<file path="src/rtl/keypad_pkg.sv">
// keypad_pkg: shared state encoding, blank digit and one-hot test for the keypad capture block
package keypad_pkg;
  typedef enum logic [1:0] {
    IDLE     = 2'd0,
    DEBOUNCE = 2'd1,
    HOLD     = 2'd2,
    RELEASE  = 2'd3
  } state_e;
  localparam logic [9:0] BLANK = 10'b0;
  function automatic logic is_onehot10(input logic [9:0] v);
    return (v != BLANK) && ((v & (v - 10'd1)) == BLANK);
  endfunction
endpackage

</file>
<file path="src/rtl/keypad_digit_capture_sync2_bus.sv">
// sync2_bus: two-flop synchroniser for a bus of independent asynchronous lines
module sync2_bus #(
  parameter int W = 1
) (
  input  logic         clk,
  input  logic         rst,
  input  logic [W-1:0] d_i,
  output logic [W-1:0] q_o
);
  logic [W-1:0] s1_q, s2_q;
  // shift each raw line through two flops before anything downstream looks at it
  always_ff @(posedge clk or posedge rst)
    if (rst) {s2_q, s1_q} <= '0;
    else {s2_q, s1_q} <= {s1_q, d_i};
  assign q_o = s2_q;
endmodule

</file>
<file path="src/rtl/keypad_digit_capture.sv">
// keypad_digit_capture: debounces ten key lines into a held one-hot digit with valid/err strobes
module keypad_digit_capture
  import keypad_pkg::*;
#(
  parameter int DEBOUNCE_CYCLES = 4,
  parameter int CNT_W = 8
) (
  input  logic       clk,
  input  logic       rst,
  input  logic [9:0] keys,
  input  logic       clr,
  output logic [9:0] bcd,
  output logic       valid,
  output logic       err,
  output logic       busy
);
  localparam logic [CNT_W-1:0] LAST = CNT_W'(DEBOUNCE_CYCLES - 1);
  state_e           state_q, state_d;
  logic [CNT_W-1:0] cnt_q, cnt_d;
  logic [9:0]       cand_q, cand_d, bcd_q, bcd_d, keys_s;
  logic             valid_q, valid_d, err_q, err_d;
  sync2_bus #(.W(10)) u_sync (.clk(clk), .rst(rst), .d_i(keys), .q_o(keys_s));
  // state, counter, candidate and registered outputs
  always_ff @(posedge clk or posedge rst)
    if (rst) begin
      state_q <= IDLE;
      cnt_q   <= '0;
      cand_q  <= BLANK;
      bcd_q   <= BLANK;
      valid_q <= 1'b0;
      err_q   <= 1'b0;
    end else begin
      state_q <= state_d;
      cnt_q   <= cnt_d;
      cand_q  <= cand_d;
      bcd_q   <= bcd_d;
      valid_q <= valid_d;
      err_q   <= err_d;
    end
  // next state: clr overrides everything; HOLD and RELEASE share the release-wait rule
  always_comb begin
    state_d = state_q;
    cnt_d   = cnt_q;
    cand_d  = cand_q;
    bcd_d   = bcd_q;
    valid_d = 1'b0;
    err_d   = 1'b0;
    if (clr) begin
      state_d = IDLE;
      cnt_d   = '0;
      bcd_d   = BLANK;
    end else begin
      case (state_q)
        IDLE:
          if (is_onehot10(keys_s)) begin
            cand_d  = keys_s;
            cnt_d   = '0;
            state_d = DEBOUNCE;
          end else if (keys_s != BLANK) begin
            err_d   = 1'b1;
            cnt_d   = '0;
            state_d = RELEASE;
          end
        DEBOUNCE:
          if (keys_s != cand_q) begin
            cnt_d   = '0;
            state_d = IDLE;
          end else if (cnt_q == LAST) begin
            bcd_d   = cand_q;
            valid_d = 1'b1;
            cnt_d   = '0;
            state_d = HOLD;
          end else cnt_d = cnt_q + CNT_W'(1);
        default:
          if (keys_s != BLANK) cnt_d = '0;
          else if (cnt_q == LAST) begin
            cnt_d   = '0;
            state_d = IDLE;
          end else cnt_d = cnt_q + CNT_W'(1);
      endcase
    end
  end
  assign bcd   = bcd_q;
  assign valid = valid_q;
  assign err   = err_q;
  assign busy  = state_q != IDLE;
endmodule

</file>
<file path="config.mk">
export PLATFORM = sky130hd
export DESIGN_NAME = keypad_digit_capture
export DESIGN_NICKNAME = d
export VERILOG_FILES = /design/src/rtl/keypad_pkg.sv /design/src/rtl/keypad_digit_capture_sync2_bus.sv /design/src/rtl/keypad_digit_capture.sv
export SDC_FILE = /design/constraint.sdc
export NUM_CORES = 1
export LEC_CHECK = 0
export CORE_MARGIN = 4
export CORE_UTILIZATION = 45
export CTS_CLUSTER_SIZE = 20
export DETAILED_ROUTE_END_ITERATION = 6
export PLACE_DENSITY = 0.66
export SYNTH_ARGS = -nofsm -noshare
export SYNTH_HDL_FRONTEND = slang
export SYNTH_HIERARCHICAL = 1
export SYNTH_SLANG_ARGS = --single-unit
</file>
<file path="constraint.sdc">
create_clock -name clk -period 2.6 [get_ports clk]
set_clock_uncertainty 0.15 [all_clocks]
set_input_delay 0.52 -clock clk [delete_from_list [all_inputs] [get_ports clk]]
set_output_delay 0.52 -clock clk [all_outputs]
set_load 0.01 [all_outputs]
</file>
==> results.yml <==
critical_path:
  startpoint_type: "flip-flop"
  path_max_fanout: 7
  cp.required_ns: 2.69
  worstPathArrival_ns: 2.53
  worst_setup_path_end_kind: "flip-flop"
  critPathKind: "flip-flop to flip-flop"
layout:
  diodes: 0
  stdcell_area_um2: 2720
  synthToLayoutAreaGrowth_pct: 22.1
  nets: 225
  layout-drive-gt1-share_pct: 17.0
  layout_common_cells: "52 x dfrtp_1, 25 x clkdlybuf4s50_1, 11 x a22o_1, 10 x xor2_1, 10 x mux2_4"
  final_common_cell: "dfrtp_1"
logic_synthesis:
  syn_inst: 175
  synth_cell_types: 40
  synth_simple_gate_area_share_pct: 12.6
  synth_area_um2: 2220
  syn_avg_cell_area_um2: 12.7
  muxShareOfSynthArea_pct: 7.71
  ys_dominant_reg_cell: "dfrtp_1"
  synth-edff-count: 0
  synth_adder_area_share_pct: 0.563
  async_flop_share_pct: 100
  syn-num-nets: 189
  ys_ff_latch: 52
  synth_xor_area_share_pct: 3.94
  yosysSeqAreaShare_pct: 58.5
  synth_top_family_by_area: "compound AO/OA/AOI/OAI gates"
  synth_warnings: 6
  synth_compound_area_share_pct: 15.3
timing:
  rsz0062_at_grt: "no"
  setup_viol: 0
  drv_slew: 0
  final_hold_viol_count: 0
  fin_tns_setup_ns: 0
  tightest_slew_ns: 0.701
  slew_headroom_pct: 53.2
  finalCriticalPeriod_ns: 2.44
  finalCritPeriodShare_pct: 93.8
  timing.fmax_ghz: 0.410
clocking:
  cts_buffers: 5
  clock-sinks: 52
  htreeDepth: 2
  cts_tree: "yes"
  ctsLongestPathBuffers: 2
  root_buffer: "clkbuf_8"
  clk_pin_slew_ns: 0.09
  clk_latency_ns: 0.30
  cts_hold_buf: 0
grt:
  grt_pass1_wl_um: 7690
  grt_usage_pct: 16.1
  antenna_found_initial: 0
  grt_max_degree: 33
  overflow: 0
  grt_pass1_vias: 1654
pwr:
  powerDensity_nw_per_um2: 533
  swShare_pct: 23.0
  p_sw_w: 0.000333
  p_comb_share_pct: 8.1
  p_seq_share_pct: 59.7
  ir_worst_vdd_mv: 0.264
  cell_internal_pwr_w: 0.00111
  p_clk_share_pct: 32.2
  static-leakage-power_nw: 1.17
flow_run:
  maxCapViolations: 0
die:
  coreArea_um2: 4750
  placementRows: 25
  io_pins: 26
  fp.dieW_um: 78.3
  die_h_um: 78.3
  die_area_um2: 6130
  initial_core_util_pct: 46.8
routing:
  dr.pass1.iters: 4
  drt-vias-per-instance: 5.54
  vias: 1546
  wl_per_cell_um: 15.6
  routed_wl_um: 4350
  drcViolationCount: 0
  ant_nets: 0
  drt_iter0_markers: 77
placed_design:
  port_buffers: 25
  dp_hpwl_um: 3220
  gp_congestion: 0.797
  post_dp_cell_area_um2: 2610
run_status:
  status: "finished clean"
min_path:
  hp-class: "flip-flop to flip-flop"
==> power groups by stage <==
stage                     clock (W)  combinational [W]  sequential [W]
after floorplan                   0          0.0000680        0.000873
after detailed placement          0           0.000118        0.000879
final                      0.000466           0.000117        0.000863
after CTS                  0.000483           0.000119        0.000864
after global routing       0.000518           0.000131        0.000869
after global placement            0           0.000112        0.000877
==> synth_stat cells (5+ instances only) <==
master | n | area, µm²
a22o_1 | 11 | 96.3
dfrtp_1 | 52 | 1300
nor3_1 | 7 | 35.0
or3_1 | 6 | 37.5
nor2_1 | 6 | 22.5
xor2_1 | 10 | 87.6
mux2_4 | 10 | 150
nand2_1 | 8 | 30.0
inv_1 | 5 | 18.8
==> final timing paths <==
kind                           startpoint            end  slack (ns)  cells after the start
max                         u_sync/q_o[3]       cnt_q[2]        0.16                      5
min                        u_sync/s1_q[7]  u_sync/q_o[7]        0.20                      0
min in group asynchronous             rst         bcd[3]        0.47                      3
max reg2reg                 u_sync/q_o[3]       cnt_q[2]        0.16                      5
min reg2reg                u_sync/s1_q[7]  u_sync/q_o[7]        0.20                      0
max in group asynchronous             rst  u_sync/q_o[0]        1.36                      2
==> through the flow <==
step | setup slack (ns) | cells | util (%) | power, W | hold WS [ns]
2_1_floorplan | 0.274 | 175 | - | 0.000941 | 0.181
3_3_place_gp | 0.170 | 271 | 54.9 | 0.000989 | 0.185
3_5_place_dp | 0.0374 | 271 | 54.9 | 0.000998 | 0.185
4_1_cts | 0.0560 | 279 | 56.9 | 0.00147 | 0.206
5_1_grt | 0.0366 | 279 | 57.1 | 0.00152 | 0.212
6_report | 0.162 | 279 | 57.1 | 0.00145 | 0.204
==> cells by family (layout without fill, tap and decap cells) <==
family,count (synthesis),count (layout)
multiplexers,12,12
buffers and inverters,8,45
adder cells (fa/ha/maj),1,1
AND/OR/NAND/NOR,50,50
AO/OA/AOI/OAI,42,42
XOR/XNOR,10,10
flip-flops,52,52
==> cell type report <==
cell class	count	area [µm²]
fillers	389	2040
multi-input cells	115	902
inverters	5	18.8
clock inverters	1	7.51
clock buffers	7	86.3
repair buffers	32	315
well taps	67	83.8
flip-flops and latches	52	1300
==> per-layer routing <==
metal | vias up | GRT usage (%) | routed length, µm
met5 | - | 0 | 0
met4 | 0 | 6.29 | 108
met2 | 49 | 27.6 | 2120
li1 | 715 | - | -
met3 | 13 | 4.24 | 209
met1 | 769 | 19.2 | 1920
==> flip-flops by register name (all words and copies together), names as in the netlist <==
register     count
bcd             10
cand_q          10
cnt_q            8
err              1
state_q          2
u_sync/q_o      10
u_sync/s1_q     10
valid            1
==> critical path: stages, from the launching register on <==
cell and delay (ns):
dfrtp_1 0.44, or4_1 0.59, nor3_1 0.30, nand2_1 0.26, a2111oi_2 0.47, a221o_1 0.18
==> repair_timing <==
item,CTS,global route
setup buffers,0,0
setup endpoints to repair,1,6
resized for setup,1,2
Note: power is estimated with default switching activity, not from simulation.
